$ cat src/rtl/remainder_right_shifter.sv
// ---------------------------------------------------------------------------
// remainder_right_shifter
//
// Multi-cycle right shifter that undoes the divider's normalization left
// shift. The captured value moves right by at most 7 positions per clock
// until the full count has been applied. Supports logical (zero fill) and
// arithmetic (sign fill) modes and accumulates a sticky bit for every 1-bit
// that falls off the LSB end.
//
// Parameters
//   WIDTH      datapath width in bits
//   CNT_WIDTH  width of the total shift count (must be >= 3)
//
// Ports
//   clk        system clock, rising edge
//   rst_b      synchronous reset, active-high (despite the name)
//   start      request pulse, sampled only while idle
//   arith      1 = arithmetic shift, 0 = logical; captured with start
//   shift_amt  total right-shift count; captured with start
//   in         value to shift; captured with start
//   out        working / result register
//   sticky     OR of all bits shifted out during the current operation
//   busy       high while shifting and during the done cycle
//   done       one-cycle completion pulse
// ---------------------------------------------------------------------------
module remainder_right_shifter #(
  parameter int WIDTH     = 17,
  parameter int CNT_WIDTH = 5
) (
  input  logic                 clk,
  input  logic                 rst_b,
  input  logic                 start,
  input  logic                 arith,
  input  logic [CNT_WIDTH-1:0] shift_amt,
  input  logic [WIDTH-1:0]     in,
  output logic [WIDTH-1:0]     out,
  output logic                 sticky,
  output logic                 busy,
  output logic                 done
);

  // Largest per-cycle step; matches the 3-bit step of the normalizer.
  localparam int                 MAX_STEP = 7;
  localparam logic [CNT_WIDTH-1:0] STEP   = CNT_WIDTH'(MAX_STEP);

  typedef enum logic [1:0] {
    IDLE  = 2'd0,
    SHIFT = 2'd1,
    DONE  = 2'd2
  } state_t;

  state_t               state_reg,  state_next;
  logic [WIDTH-1:0]     out_reg,    out_next;
  logic                 sticky_reg, sticky_next;
  logic [CNT_WIDTH-1:0] rem_reg,    rem_next;
  logic                 fill_reg,   fill_next;
  logic                 busy_reg;
  logic                 done_reg;

  // Per-cycle chunk: k = min(rem, 7)
  logic [CNT_WIDTH-1:0] k_wide;
  logic [2:0]           k;
  logic [CNT_WIDTH-1:0] rem_after;

  assign k_wide    = (rem_reg > STEP) ? STEP : rem_reg;
  assign k         = k_wide[2:0];
  assign rem_after = rem_reg - k_wide;

  // All eight candidate results of one step, plus the OR of the bits each
  // candidate would drop. Prepending the latched fill bit and doing a
  // signed shift fills the vacated MSBs with that bit for every amount.
  logic [WIDTH-1:0] shift_opt [0:MAX_STEP];
  logic             lost_opt  [0:MAX_STEP];

  generate
    for (genvar gi = 0; gi <= MAX_STEP; gi++) begin : g_step
      // Low gi bits of the working value; saturates to all ones if gi
      // ever exceeds the datapath width.
      localparam logic [WIDTH-1:0] LOW_MASK = WIDTH'((64'd1 << gi) - 64'd1);

      assign shift_opt[gi] = WIDTH'($signed({fill_reg, out_reg}) >>> gi);
      assign lost_opt[gi]  = |(out_reg & LOW_MASK);
    end
  endgenerate

  // Next-state and datapath update
  always_comb begin
    state_next  = state_reg;
    out_next    = out_reg;
    sticky_next = sticky_reg;
    rem_next    = rem_reg;
    fill_next   = fill_reg;

    unique case (state_reg)
      IDLE: begin
        if (start) begin
          out_next    = in;
          sticky_next = 1'b0;
          rem_next    = shift_amt;
          // Fill bit is fixed at capture; every chunk reuses it.
          fill_next   = arith & in[WIDTH-1];
          state_next  = (shift_amt == '0) ? DONE : SHIFT;
        end
      end

      SHIFT: begin
        out_next    = shift_opt[k];
        sticky_next = sticky_reg | lost_opt[k];
        rem_next    = rem_after;
        if (rem_after == '0) begin
          state_next = DONE;
        end
      end

      DONE: begin
        state_next = IDLE;
      end

      default: begin
        state_next = IDLE;
      end
    endcase
  end

  // State registers. busy/done are registered from the next state so the
  // outputs carry no decode logic.
  always_ff @(posedge clk) begin
    if (rst_b) begin
      state_reg  <= IDLE;
      out_reg    <= '0;
      sticky_reg <= 1'b0;
      rem_reg    <= '0;
      fill_reg   <= 1'b0;
      busy_reg   <= 1'b0;
      done_reg   <= 1'b0;
    end else begin
      state_reg  <= state_next;
      out_reg    <= out_next;
      sticky_reg <= sticky_next;
      rem_reg    <= rem_next;
      fill_reg   <= fill_next;
      busy_reg   <= (state_next != IDLE);
      done_reg   <= (state_next == DONE);
    end
  end

  assign out    = out_reg;
  assign sticky = sticky_reg;
  assign busy   = busy_reg;
  assign done   = done_reg;

endmodule
$ cat config.mk
export PLATFORM = sky130hd
export DESIGN_NAME = remainder_right_shifter
export DESIGN_NICKNAME = d
export VERILOG_FILES = /design/src/rtl/remainder_right_shifter.sv
export SDC_FILE = /design/constraint.sdc
export NUM_CORES = 1
export LEC_CHECK = 0
export BUFFER_PORTS_ARGS = -buffer_cell sky130_fd_sc_hd__buf_2
export CORE_MARGIN = 2
export CORE_UTILIZATION = 49
export DETAILED_ROUTE_END_ITERATION = 16
export GPL_ROUTABILITY_DRIVEN = 0
export PLACE_DENSITY = 0.84
export SLEW_MARGIN = 0
export SYNTH_ARGS = -nofsm -noshare
export SYNTH_HDL_FRONTEND = slang
export SYNTH_SLANG_ARGS = --single-unit
$ cat constraint.sdc
create_clock -name clk -period 1.6 [get_ports clk]
set_clock_uncertainty 0.05 [all_clocks]
set_input_delay 0 -clock clk [delete_from_list [all_inputs] [get_ports clk]]
set_output_delay 0 -clock clk [all_outputs]
set_load 0.05 [all_outputs]
* Word-level counts from Yosys, hierarchy flattened
Cells that the tools add are included.
** Word-level totals
- Memories kept :: 0
- Flip-flop bits (word level) :: 28
- Latch bits :: 0
- Output and inout port bits :: 20
- Memory bits (read-only) :: 0
- RAM bits :: 0
** Cells by class
- Reduce and logical (&&, ||, !) cells :: 13
- Div/mod/pow operators :: 0
- Mux-type cells :: 17
- Shifts and indexed selects :: 0
- Bitwise logic cells :: 3
- $mul :: 0
- Add/subtract/negate cells :: 1
- Equal/unequal tests :: 3
- Magnitude comparators :: 2
** Operators by type and width (count)
- $bmux W17 S3 :: 1
- $mux W17 :: 3
- $pmux W17 S2 :: 1
- $logic_not A5 Y1 :: 2
- $mux W5 :: 2
- $pmux W5 S2 :: 1
- $reduce_or A7 Y1 :: 1
- $mux W2 :: 3
- $reduce_or A6 Y1 :: 1
- $gt A5 B3 Y1 const B :: 1
- $reduce_or A5 Y1 :: 1
- $sub A5 B5 Y5 :: 1
- $ge A4 B4 Y1 const B :: 1
- $not A3 Y4 :: 1
- $pmux W2 S2 :: 1
- $reduce_and A2 Y1 :: 2
- $reduce_bool A2 Y1 :: 2
- $reduce_or A4 Y1 :: 1
- $bmux W1 S3 :: 1
- $mux W1 :: 3
- $reduce_or A3 Y1 :: 1
- $eq A2 B1 Y1 const B :: 1
- $eq A2 B2 Y1 const B :: 1
- $logic_not A2 Y1 :: 1
- other kinds (5) :: 5

* Longest topological paths before layout
Gate-level depths: netlist of run 1.
- Depth in word-level cells :: 8
- Gate-level depth with buffers :: 8
- Mapped depth without buffers :: 7

* Least setup slack after synthesis of run 1
OpenSTA, ideal clock, no wires.
- Path kind :: register to register
- From :: reg rem_reg[0]
- To :: reg rem_reg[2]
- Library setup time :: 114 ps
- Stages on the path, launching flop included :: 9
- Period minus slack after synthesis :: 1770 ps
- Path slack :: -170 ps
- Arrival time :: 1606 ps
- Cells stage by stage :: dfxtp_1 -> buf_2 -> inv_1 -> nand2_1 -> ha_1 -> xnor2_1 -> nor2_1 -> a211oi_1 -> a2111oi_0
** Between the ends
- Longest elaborated chain between the ends :: 4
** RTL lines
- from (decl) :: RTL line 55 : logic [CNT_WIDTH-1:0] rem_reg, rem_next;
- from (signal assigned) :: RTL line 140 : rem_reg <= rem_next;
- $gt A5 B3 Y1 :: RTL line 65 : assign k_wide = (rem_reg > STEP) ? STEP : rem_reg;
- $mux W5 :: RTL line 65
- $sub A5 B5 Y5 (*) :: RTL line 67 : assign rem_after = rem_reg - k_wide;
- $pmux W5 S2 (*) :: RTL line 94 : unique case (state_reg)
Mark *: on every way between the ends. The rest lies on a longest branch, timed or not.
A chain may end at the register's enable or synchronous reset.

* Final worst setup path of run 1
- From :: reg state_reg[0]
- To :: reg rem_reg[2]
** Between the ends
- Longest elaborated chain between the ends :: 3
** RTL lines
- from (decl) :: RTL line 52 : state_t state_reg, state_next;
- from (signal assigned) :: RTL line 137 : state_reg <= state_next;
- $eq A2 B1 Y1 / $logic_not A2 Y1 (equally long branches) :: RTL line 94
- $reduce_bool A2 Y1 (no source line) / $ne A2 B2 Y1 (equally long branches)
- $reduce_and A2 Y1 (no source line)
Several ways; a longest one is shown, not always the timed one.

==> impl_summary.txt, run 1 <==
----------------------------------------------------
[Global routing]
  Overall routing resource usage ... between 30% and 40%
  Maximum number of pins on one net before global-route repair ... 27
  Grt total ovfl ... 0
  Number of global-route vias before repair ... 2659
  First-pass GRT wire length ... 13.86 mm
  Antenna violations before repair ... 0

[Yosys]
  Post-synthesis sequential element count ... 28
  Area contributors post-synth ... sky130_fd_sc_hd__dfxtp_1 (27%), sky130_fd_sc_hd__mux2i_1 (8.3%), sky130_fd_sc_hd__o22ai_1 (6.1%)
  Most common cell in the synthesized netlist ... sky130_fd_sc_hd__dfxtp_1
  Gate count of the mapped netlist ... 260
  Yosys warnings ... 0
  Post-synthesis area per instance ... slightly below 8 um^2
  Net count of the mapped netlist ... roughly 290
  Sequential cell area fraction in the yosys report ... between 20 and 30%
  Netlist area before placement ... 2059 um^2
  Most used flip-flop cell after synthesis ... sky130_fd_sc_hd__dfxtp_1
  Async S/R FF share, synth ... 0%
  Post-synth top cells ... sky130_fd_sc_hd__dfxtp_1 (28), sky130_fd_sc_hd__nand2_1 (25), sky130_fd_sc_hd__a21oi_1 (21), sky130_fd_sc_hd__o22ai_1 (20)
  Number of synthesized flops with an enable pin ... 0
  Proportion of netlist area held by the largest area contributor ... around 27%
  Distinct cell type count of the synthesized netlist ... 50
  Dominant cell type by area after synthesis ... sky130_fd_sc_hd__dfxtp_1

[Worst setup path]
  Kind of end point of the critical path ... flop
  Worst Path Arrival ... around 2000 ps
  Type of origin of the critical path ... flop
  Worst R2R Setup Slack ... -280 ps
  Crit-path slowest cell ... sky130_fd_sc_hd__dfxtp_1
  Beginning of the worst register-to-register path ... state_reg[0]$_SDFF_PP0_
  Reg2reg end ... rem_reg[2]$_SDFFE_PP0P_
  Worst path cell trace ... inv_1, nor2_1, buf_4, nor3_1, a2111oi_1
  Delay of the slowest cell on the worst path ... about 470 ps
  WS Path Type ... flop to flop
  Critical path origin ... state_reg[0]$_SDFF_PP0_
  Number of cell instances on the worst register-to-register path ... 5
  Endpoint required time on the critical path ... roughly 1700 ps
  Maximum net fanout on the critical path ... 5

[Power and ir drop]
  Maximum vdd ir drop ... approximately 0.00085 V
  Leakage power ... 1.211 nW
  PwrDens ... around 1300 nW/um^2

[Finish]
  Sequential cell area ... between 500 and 600 um^2
  Flip-flop count of the largest register, all copies and words added ... 17
  Final #Nets ... around 380
  Area grow syn2layout ... 44.23%
  Ratio of cells with drive above 1 in the final layout ... 44.54%
  Number of fill cells ... about 280
  Final core area utilization ... about three quarters
  Ant diodes ... 0
  Multi-input gate area in the final layout ... 1516 um^2

[CTS]
  CTS buffer count ... 3
  Clock transition time at the flip-flop clock pins of the worst setup and hold paths ... approximately 110 ps
  Root Buffer Master ... sky130_fd_sc_hd__clkbuf_8
  CTS H-Tree Depth ... 1
  Clock Sink Count ... 28
  Clk_lat worst skew ... a little under 300 ps
  Clock tree from TritonCTS ... done
  Maximum count of clock buffers along a single path ... 2

[Routing]
  Drt pass-1 iters ... 8
  Remaining DRCs ... 0
  Initial DRC Count ... ~540
  Wirelength per Cell ... ~25 um
  Mean number of vias per cell ... 7.646
  Overall routed net length ... 10.02 mm
  Count of antenna-violating nets left after detailed routing ... 0
  Vias post-DR ... approximately 3000

[STA]
  Setup repair after global routing missed its margin ... yes
  Final hold violations ... 1
  Final total negative setup slack ... -3020 ps
  Post-route minimum period ... 1877 ps
  Min setup slack post-route ... -276.6 ps
  Actual slew at the worst max-slew pin ... about 530 ps
  F_max ... ~0.53 GHz
  Share of the clock period used by the worst path after layout ... 117.3%
  Worst slew margin ... 64.34%
  Setup violators final ... 22
  Worst slack on hold paths ... -8.011 ps
  Fin. max-slew vios ... 0

[Worst hold path]
  Hold WC Path Type ... input port to flop
  Number of stages on the worst hold path ... 3
  Hold path startpoint ... in[13]
  Hold Crit Endpoint ... out[13]$_SDFFE_PP0P_

[Status]
  Outcome ... finished with violations
  Failing checks ... hold timing, setup timing

[Floorplan]
  Area of the placeable core ... between 4000 and 5000 um^2
  Initial standard-cell utilization of the core ... between 50% and 60%
  Std cell rows ... 23
  Ports ... between 40 and 50
  Die Wd ... around 69 um
  Height of the chip ... 68.83 um
  Floorplan die area ... ~4700 um^2

[Run]
  Maximum Capacitance Violations ... 0

[Placement]
  Half-perimeter wire length after placement ... 5.390 mm
  Number of I/O port buffers ... 45

----------------------------------------------------
[cells by family (layout without fill, tap and decap cells)]
group / count (synthesis) / after routing / share of synthesized area [%]
AOI/OAI and AO/OA: 95 / 95 / 32.20
and+or+nand+nor: 86 / 87 / 21.02
DFF: 28 / 28 / 27.22
buffers and inverters: 28 / 115 / 7.533
muxes: 21 / 21 / 11.00
adders and majority gates: 1 / 1 / 0.6074
xor gates and xnor gates: 1 / 1 / 0.4254
[layer usage]
metal  global-route usage, %  vias up  share of wire [%]
li1                        -     1188                  -
met1                   50.40     1333                 33
met2                   60.82      389                 42
met3                   7.955      133                 15
met4                   27.21        0                9.6
met5                       0        -                  0
[where the power goes]
group | total (mW) | switching, mW | internal, mW | leakage [nW]
registers | 1.06 | 0.250 | 0.808 | 0.234
clock network | 0.491 | 0.269 | 0.222 | 0.0288
logic | 2.41 | 1.43 | 0.984 | 0.948
[cells in the final DEF, fill, tap and decap left out, types with 7 or more instances in the layout]
| master | instances |
|---|---|
| sky130_fd_sc_hd__dfxtp_1 | 24 |
| sky130_fd_sc_hd__mux2i_1 | 16 |
| sky130_fd_sc_hd__buf_4 | 45 |
| sky130_fd_sc_hd__buf_6 | 7 |
| sky130_fd_sc_hd__o22ai_1 | 19 |
| sky130_fd_sc_hd__a21oi_1 | 16 |
| sky130_fd_sc_hd__buf_2 | 45 |
| sky130_fd_sc_hd__nand2_1 | 21 |
| sky130_fd_sc_hd__nor3_1 | 18 |
| sky130_fd_sc_hd__nor2_1 | 17 |
[worst max-delay path by stage]
stage	cells past startpoint	to	slack, ps
after floorplan	8	out[15]$_SDFFE_PP0P_	-110
after global placement	6	out[3]$_SDFFE_PP0P_	-110
after detailed placement	5	sticky$_SDFFE_PP0P_	-150
after CTS	5	out[12]$_SDFFE_PP0P_	-120
after global routing	7	out[10]$_SDFFE_PP0P_	-240
final	5	rem_reg[2]$_SDFFE_PP0P_	-280
[critical path: cells and delay by family (launching register included)]
kind                   cells  cell delay [ps]
AO/OA/AOI/OAI              1              380
buffers and inverters      2              380
AND/OR/NAND/NOR            2              490
flip-flops                 1              470
[cell type report]
class / instances / share of cell area (%)
Timing Repair Buffer: 104 / 24.64
Clock buffer: 4 / 1.853
Inverter: 7 / 0.9688
Tap cell: 50 / 2.106
Multi-Input combinational cell: 205 / 51.05
Sequential cell: 28 / 19.38
[timing repair]
| action | CTS | global route |
|---|---|---|
| hold buffers | 5 | 0 |
| pin swaps | 21 | 18 |
| hold endpoints to repair | 4 | 0 |
| gates resized for setup | 30 | 26 |
| setup buffers | 3 | 7 |
| endpoints found under the setup margin | 22 | 24 |
| cloned | 1 | 0 |
[per-stage QoR]
stage / power [mW] / setup WS [ps] / instances / instance area, um^2
final: 3.960 / -276.6 / 398 / 2970
after detailed placement: 2.910 / -153.5 / 378 / 2576
after global placement: 2.864 / -107.3 / 378 / 2576
after floorplan: 2.294 / -110.2 / 260 / 2091
after global routing: 4.043 / -237.8 / 398 / 2970
after CTS: 3.529 / -123.2 / 391 / 2814
Power figures use the tool's default switching activity.
==> inputs of run 2 (changes only) <==
--- a/config.mk
+++ b/config.mk
@@ -11,6 +11,7 @@
 export DETAILED_ROUTE_END_ITERATION = 16
 export GPL_ROUTABILITY_DRIVEN = 0
 export PLACE_DENSITY = 0.84
+export SKIP_CTS_REPAIR_TIMING = 1
 export SLEW_MARGIN = 0
 export SYNTH_ARGS = -nofsm -noshare
 export SYNTH_HDL_FRONTEND = slang
==> run 2 against run 1 <==
The run still ends with hold timing, setup timing left; core utilization down 4.1 points; sequential share of layout area up 0.96 points; register-to-register slack better by 70 ps; routed wire length down 15%; combinational power down 9.1%; largest cell class unchanged; largest power group unchanged; highest routed layer unchanged.
==> impl_summary.txt, run 2 (synthesis gave the netlist of run 1 again) <==
----------------------------------------------------
[STA]
  Actual slew at the worst max-slew pin ... 530.1 ps (was 532.9 ps)
  Worst slew margin ... 64.66% (was 64.34%)
  Worst slack on hold paths ... -19.63 ps (was -8.011 ps)
  F_max ... 0.5522 GHz (was 0.5329 GHz)
  Share of the clock period used by the worst path after layout ... 113.2% (was 117.3%)
  Setup violators final ... 21 (was 22)
  Final hold violations ... 1 (unchanged)
  Fin. max-slew vios ... 0 (unchanged)
  Min setup slack post-route ... -210.9 ps (was -276.6 ps)
  Setup repair after global routing missed its margin ... yes (unchanged)
  Post-route minimum period ... 1811 ps (was 1877 ps)

[CTS]
  Root Buffer Master ... sky130_fd_sc_hd__clkbuf_8 (unchanged)
  CTS buffer count ... 3 (unchanged)
  Maximum count of clock buffers along a single path ... 2 (unchanged)
  Clk_lat worst skew ... 270 ps (was 290 ps)
  Clock Sink Count ... 28 (unchanged)
  Clock transition time at the flip-flop clock pins of the worst setup and hold paths ... 100 ps (was 110 ps)
  Clock tree from TritonCTS ... done (unchanged)
  CTS H-Tree Depth ... 1 (unchanged)

[Routing]
  Remaining DRCs ... 0 (unchanged)
  Mean number of vias per cell ... 7.187 (was 7.646)
  Wirelength per Cell ... 21.77 um (was 25.17 um)
  Drt pass-1 iters ... 7 (was 8)
  Vias post-DR ... 2803 (was 3043)
  Overall routed net length ... 8.491 mm (was 10.02 mm)
  Initial DRC Count ... 465 (was 541)
  Count of antenna-violating nets left after detailed routing ... 0 (unchanged)

[Finish]
  Ratio of cells with drive above 1 in the final layout ... 39.71% (was 44.54%)
  Area grow syn2layout ... 36.21% (was 44.23%)
  Ant diodes ... 0 (unchanged)
  Flip-flop count of the largest register, all copies and words added ... 17 (unchanged)
  Final #Nets ... 368 (was 376)
  Final core area utilization ... 69.63% (was 73.73%)
  Number of fill cells ... 311 (was 278)
  Commonest non-fill, non-tap cell in the layout ... sky130_fd_sc_hd__buf_2
  Final instance count without filler cells ... 390 (was 398)
  Commonest cells after routing, fill and taps aside ... sky130_fd_sc_hd__buf_2 (45), sky130_fd_sc_hd__buf_4 (41), sky130_fd_sc_hd__dfxtp_1 (24), sky130_fd_sc_hd__nand2_1 (23), sky130_fd_sc_hd__o22ai_1 (20) (was sky130_fd_sc_hd__buf_2 (45), sky130_fd_sc_hd__buf_4 (45), sky130_fd_sc_hd__dfxtp_1 (24), sky130_fd_sc_hd__nand2_1 (21), sky130_fd_sc_hd__o22ai_1 (19))

[Floorplan]
  Ports ... 46 (unchanged)
  Area of the placeable core ... 4029 um^2 (unchanged)
  Height of the chip ... 68.83 um (unchanged)
  Initial standard-cell utilization of the core ... 51.12% (unchanged)
  Floorplan die area ... 4738 um^2 (unchanged)
  Die Wd ... 68.83 um (unchanged)
  Std cell rows ... 23 (unchanged)

[Worst setup path]
  Reg2reg end ... out[0]$_SDFFE_PP0P_ (was rem_reg[2]$_SDFFE_PP0P_)
  Number of cell instances on the worst register-to-register path ... 8 (was 5)
  WS Path Type ... flop to flop (unchanged)
  Beginning of the worst register-to-register path ... rem_reg[3]$_SDFFE_PP0P_ (was state_reg[0]$_SDFF_PP0_)
  Worst R2R Setup Slack ... -210 ps (was -280 ps)
  Maximum net fanout on the critical path ... 9 (was 5)
  Endpoint required time on the critical path ... 1740 ps (was 1730 ps)
  Type of origin of the critical path ... flop (unchanged)
  Worst Path Arrival ... 1950 ps (was 2010 ps)
  Kind of end point of the critical path ... flop (unchanged)

[Placement]
  Number of I/O port buffers ... 45 (unchanged)
  Half-perimeter wire length after placement ... 5.390 mm (unchanged)
  Placed instance count ... 378 (unchanged)

[Power and ir drop]
  Int Pwr ... 1.908 mW (was 2.014 mW)
  Maximum vdd ir drop ... 0.0007043 V (was 0.0008538 V)
  Sequential Power Share ... 28.2% (was 26.7%)
  Switching pwr ... 1.759 mW (was 1.946 mW)
  PwrDens ... 1307 nW/um^2 (was 1333 nW/um^2)
  Leakage power ... 1.141 nW (was 1.211 nW)
  Switching Fraction ... 47.97% (was 49.14%)
  Portion of total power attributed to the clock network ... 12.2% (was 12.4%)
  Combinational share of power ... 59.6% (was 60.9%)

[Worst hold path]
  Hold WC Path Type ... input port to flop (unchanged)
  Hold Crit Endpoint ... out[9]$_SDFFE_PP0P_ (was out[13]$_SDFFE_PP0P_)
  Number of stages on the worst hold path ... 3 (unchanged)
  Hold path startpoint ... in[9] (was in[13])

[Run]
  Maximum Capacitance Violations ... 0 (unchanged)

[Global routing]
  Grt total ovfl ... 0 (unchanged)
  Antenna violations before repair ... 0 (unchanged)
  Number of global-route vias before repair ... 2364 (was 2659)
  Maximum number of pins on one net before global-route repair ... 27 (unchanged)
  First-pass GRT wire length ... 12.01 mm (was 13.86 mm)
  Overall routing resource usage ... 33.98% (was 39.88%)

[Status]
  Failing checks ... hold timing, setup timing (unchanged)
  Outcome ... finished with violations (unchanged)

----------------------------------------------------
==> run 2: changes by cell type in the layout (fill, tap and decap cells not counted), moves of 2 or more <==
| cell | previous run | this run |
|---|---|---|
| sky130_fd_sc_hd__buf_6 | 7 | 4 |
| sky130_fd_sc_hd__or3_4 | 4 | 2 |
| sky130_fd_sc_hd__dfxtp_4 | 4 | 2 |
| sky130_fd_sc_hd__a21oi_1 | 16 | 19 |
| sky130_fd_sc_hd__buf_4 | 45 | 41 |
| sky130_fd_sc_hd__or3_2 | 0 | 2 |
| sky130_fd_sc_hd__nand2_1 | 21 | 23 |
| sky130_fd_sc_hd__dfxtp_2 | 0 | 2 |
| sky130_fd_sc_hd__a21oi_2 | 5 | 2 |
==> run 2: power groups by stage <==
stage | combinational (mW) | sequential, mW | clock (mW)
finish | 2.19 | 1.03 | 0.447
global route | 2.29 | 1.03 | 0.487
CTS | 1.91 | 0.990 | 0.460
detailed placement | 1.90 | 1.01 | 0
global placement | 1.86 | 1.00 | 0
floorplan | 1.06 | 1.23 | 0
==> run 2: metal layers <==
layer / vias up / GRT usage [%] / share of wire, %
li1: 1182 / - / -
met1: 1245 / 46.08 / 36
met2: 293 / 53.37 / 45
met3: 83 / 5.195 / 13
met4: 0 / 14.71 / 7.1
met5: - / 0 / 0
==> run 2: cell type report <==
| type | count | area, um^2 | area share [%] |
|---|---|---|---|
| Multi-Input combinational cell | 206 | 1453 | 51.78 |
| Timing Repair Buffer | 95 | 638.1 | 22.75 |
| Sequential cell | 28 | 570.5 | 20.34 |
| Tap cell | 50 | 62.56 | 2.230 |
| Clock buffer | 4 | 55.05 | 1.963 |
| Inverter | 7 | 26.28 | 0.9367 |
==> run 2: worst max path at each step <==
stage | cells past startpoint | slack, ps | from | to
floorplan | 8 | -110 | rem_reg[1]$_SDFFE_PP0P_ | out[15]$_SDFFE_PP0P_
global placement | 6 | -110 | rem_reg[1]$_SDFFE_PP0P_ | out[3]$_SDFFE_PP0P_
detailed placement | 5 | -150 | rem_reg[3]$_SDFFE_PP0P_ | sticky$_SDFFE_PP0P_
CTS | 8 | -190 | rem_reg[0]$_SDFFE_PP0P_ | rem_reg[2]$_SDFFE_PP0P_
global route | 8 | -240 | rem_reg[3]$_SDFFE_PP0P_ | out[9]$_SDFFE_PP0P_
finish | 8 | -210 | rem_reg[3]$_SDFFE_PP0P_ | out[0]$_SDFFE_PP0P_
==> run 2: metrics by stage <==
step	setup TNS (ps)	total power, mW	hold slack, ps	cell area, um^2	setup WS [ps]
final	-2587	3.667	-19.63	2805	-210.9
after global routing	-3904	3.807	6.411	2805	-240.9
after detailed placement	-1929	2.910	221.8	2576	-153.5
after CTS	-2504	3.365	-72.15	2631	-194.2
after global placement	-947.1	2.864	218.9	2576	-107.3
after floorplan	-393.2	2.294	101.9	2091	-110.2
==> run 2: worst max-delay path: stages (launching register included) <==
cell and delay (ps):
sky130_fd_sc_hd__dfxtp_4 390, sky130_fd_sc_hd__buf_4 160, sky130_fd_sc_hd__nor3_4 230, sky130_fd_sc_hd__buf_4 170
sky130_fd_sc_hd__buf_12 110, sky130_fd_sc_hd__a21oi_1 60, sky130_fd_sc_hd__a22oi_1 210, sky130_fd_sc_hd__nand3_1 130
sky130_fd_sc_hd__a311oi_2 210
==> inputs of run 3 (changes only) <==
--- a/config.mk
+++ b/config.mk
@@ -5,7 +5,7 @@
 export SDC_FILE = /design/constraint.sdc
 export NUM_CORES = 1
 export LEC_CHECK = 0
-export BUFFER_PORTS_ARGS = -buffer_cell sky130_fd_sc_hd__buf_2
+export BUFFER_PORTS_ARGS = -buffer_cell sky130_fd_sc_hd__buf_4
 export CORE_MARGIN = 2
 export CORE_UTILIZATION = 49
 export DETAILED_ROUTE_END_ITERATION = 16
==> run 3 against run 2 <==
The flow still finishes with violations (hold timing, setup timing); hold slack lost 2.0 ps; sequential power barely moved; first-iteration DRC count shrank 2.6%; non-clock buffer count is the same; combinational power is 12% higher; sequential share of layout area down 1.6 points; core utilization up 6.2 points; total power increased by 11%; largest cell class unchanged.
==> impl_summary.txt, run 3 (synthesis gave the netlist of run 1 again) <==
----------------------------------------------------
[Finish]
  Flip-flop count of the largest register, all copies and words added ... 17 (unchanged)
  Ratio of cells with drive above 1 in the final layout ... 44.25% (was 39.71%)
  Area grow syn2layout ... 48.30% (was 36.21%)
  Commonest cells after routing, fill and taps aside ... sky130_fd_sc_hd__buf_4 (80), sky130_fd_sc_hd__dfxtp_1 (24), sky130_fd_sc_hd__nand2_1 (20) (was sky130_fd_sc_hd__buf_2 (45), sky130_fd_sc_hd__buf_4 (41), sky130_fd_sc_hd__dfxtp_1 (24), sky130_fd_sc_hd__nand2_1 (23), sky130_fd_sc_hd__o22ai_1 (20))
  Post-route cell area ... 3054 um^2 (was 2805 um^2)
  Final #Nets ... 367 (was 368)
  Final instance count without filler cells ... 389 (was 390)
  Ant diodes ... 0 (unchanged)
  Commonest non-fill, non-tap cell in the layout ... sky130_fd_sc_hd__buf_4 (was sky130_fd_sc_hd__buf_2)

[STA]
  Final hold violations ... 2 (was 1)
  Post-route minimum period ... 1848 ps (was 1811 ps)
  F_max ... 0.5412 GHz (was 0.5522 GHz)
  Fin. max-slew vios ... 0 (unchanged)
  Share of the clock period used by the worst path after layout ... 115.5% (was 113.2%)
  Worst slew margin ... 67.41% (was 64.66%)
  Final total negative setup slack ... -2233 ps (was -2587 ps)
  Setup violators final ... 20 (was 21)
  Worst slack on hold paths ... -21.65 ps (was -19.63 ps)
  Actual slew at the worst max-slew pin ... 487.1 ps (was 530.1 ps)
  Setup repair after global routing missed its margin ... yes (unchanged)
  Min setup slack post-route ... -247.9 ps (was -210.9 ps)

[Worst setup path]
  Kind of end point of the critical path ... flop (unchanged)
  Worst Path Arrival ... 1970 ps (was 1950 ps)
  Maximum net fanout on the critical path ... 8 (was 9)
  Type of origin of the critical path ... flop (unchanged)
  WS Path Type ... flop to flop (unchanged)
  Endpoint required time on the critical path ... 1730 ps (was 1740 ps)

[Floorplan]
  Height of the chip ... 68.83 um (unchanged)
  Initial standard-cell utilization of the core ... 51.12% (unchanged)
  Die Wd ... 68.83 um (unchanged)
  Ports ... 46 (unchanged)
  Std cell rows ... 23 (unchanged)
  Floorplan die area ... 4738 um^2 (unchanged)
  Area of the placeable core ... 4029 um^2 (unchanged)

[Routing]
  Remaining DRCs ... 0 (unchanged)
  Wirelength per Cell ... 24.23 um (was 21.77 um)
  Mean number of vias per cell ... 7.445 (was 7.187)
  Overall routed net length ... 9.424 mm (was 8.491 mm)
  Vias post-DR ... 2896 (was 2803)
  Drt pass-1 iters ... 5 (was 7)
  Count of antenna-violating nets left after detailed routing ... 0 (unchanged)
  Initial DRC Count ... 453 (was 465)

[Power and ir drop]
  Maximum vdd ir drop ... 0.0008307 V (was 0.0007043 V)
  Power Total ... 4.081 mW (was 3.667 mW)
  Leakage power ... 1.208 nW (was 1.141 nW)
  PwrDens ... 1336 nW/um^2 (was 1307 nW/um^2)

[Placement]
  Half-perimeter wire length after placement ... 5.427 mm (was 5.390 mm)
  Placed instance area ... 2696 um^2 (was 2576 um^2)
  Placed instance count ... 379 (was 378)
  Number of I/O port buffers ... 45 (unchanged)

[Global routing]
  Number of global-route vias before repair ... 2464 (was 2364)
  Maximum number of pins on one net before global-route repair ... 27 (unchanged)
  First-pass GRT wire length ... 12.14 mm (was 12.01 mm)
  Overall routing resource usage ... 34.64% (was 33.98%)
  Grt total ovfl ... 0 (unchanged)
  Antenna violations before repair ... 0 (unchanged)

[CTS]
  Clock transition time at the flip-flop clock pins of the worst setup and hold paths ... 110 ps (was 100 ps)
  Root Buffer Master ... sky130_fd_sc_hd__clkbuf_8 (unchanged)
  CTS H-Tree Depth ... 1 (unchanged)
  Clk_lat worst skew ... 290 ps (was 270 ps)
  Clock Sink Count ... 28 (unchanged)
  Clock tree from TritonCTS ... done (unchanged)
  CTS buffer count ... 3 (unchanged)
  Maximum count of clock buffers along a single path ... 2 (unchanged)

[Status]
  Failing checks ... hold timing, setup timing (unchanged)
  Outcome ... finished with violations (unchanged)

[Run]
  Maximum Capacitance Violations ... 0 (unchanged)

[Worst hold path]
  Hold WC Path Type ... input port to flop (unchanged)

----------------------------------------------------
==> run 3: cell types whose count changed in the layout (fill, tap and decap cells not counted), moves of 3 or more <==
cell	delta
sky130_fd_sc_hd__a21oi_1	-5
sky130_fd_sc_hd__a21oi_2	+4
sky130_fd_sc_hd__buf_2	-45
sky130_fd_sc_hd__buf_4	+39
sky130_fd_sc_hd__buf_6	+5
sky130_fd_sc_hd__nand2_1	-3
sky130_fd_sc_hd__o22ai_1	-3
sky130_fd_sc_hd__o22ai_2	+3
==> run 3: area by class of cell <==
cell class / instances / area, um^2
well taps: 50 / 62.56
clock buffers: 3 / 41.29
inverters: 7 / 26.28
multi-input cells: 205 / 1544
repair buffers: 95 / 777.0
clock inverters: 1 / 30.03
flip-flops and latches: 28 / 573.1
fillers: 259 / 974.7
==> run 3: worst paths after layout <==
kind	startpoint	endpoint	slack, ps	depth (start not counted)
max	rem_reg[4]$_SDFFE_PP0P_	sticky$_SDFFE_PP0P_	-250	6
max reg2reg	rem_reg[4]$_SDFFE_PP0P_	sticky$_SDFFE_PP0P_	-250	6
min reg2reg	sticky$_SDFFE_PP0P_	sticky$_SDFFE_PP0P_	430	2
min	in[3]	out[3]$_SDFFE_PP0P_	-20	3
==> run 3: metrics by stage <==
stage	utilization, %	setup slack [ps]
finish	75.81	-247.9
global route	75.81	-358.0
CTS	68.70	-228.9
detailed placement	66.93	-158.2
global placement	66.93	-118.1
floorplan	-	-110.2
==> run 3: critical path: stages, from the launching register on <==
cell and delay (ps):
sky130_fd_sc_hd__dfxtp_4 390, sky130_fd_sc_hd__or3_4 500, sky130_fd_sc_hd__buf_4 180, sky130_fd_sc_hd__o22ai_1 190, sky130_fd_sc_hd__o21ai_0 150, sky130_fd_sc_hd__o21ai_1 190
sky130_fd_sc_hd__a21oi_1 90
==> run 3: metal layers <==
layer  vias up  global-route usage (%)  wire length [um]
met3       105                   6.818              1226
li1       1174                       -                 -
met1      1298                   43.87              3234
met4         0                   20.34               873
met2       319                   54.45              4090
met5         -                       0                 0
==> run 3: where the power goes <==
| group | internal, mW | switching (mW) |
|---|---|---|
| combinational | 1.02 | 1.44 |
| clock | 0.336 | 0.255 |
| sequential | 0.808 | 0.219 |
| total | 2.17 | 1.91 |
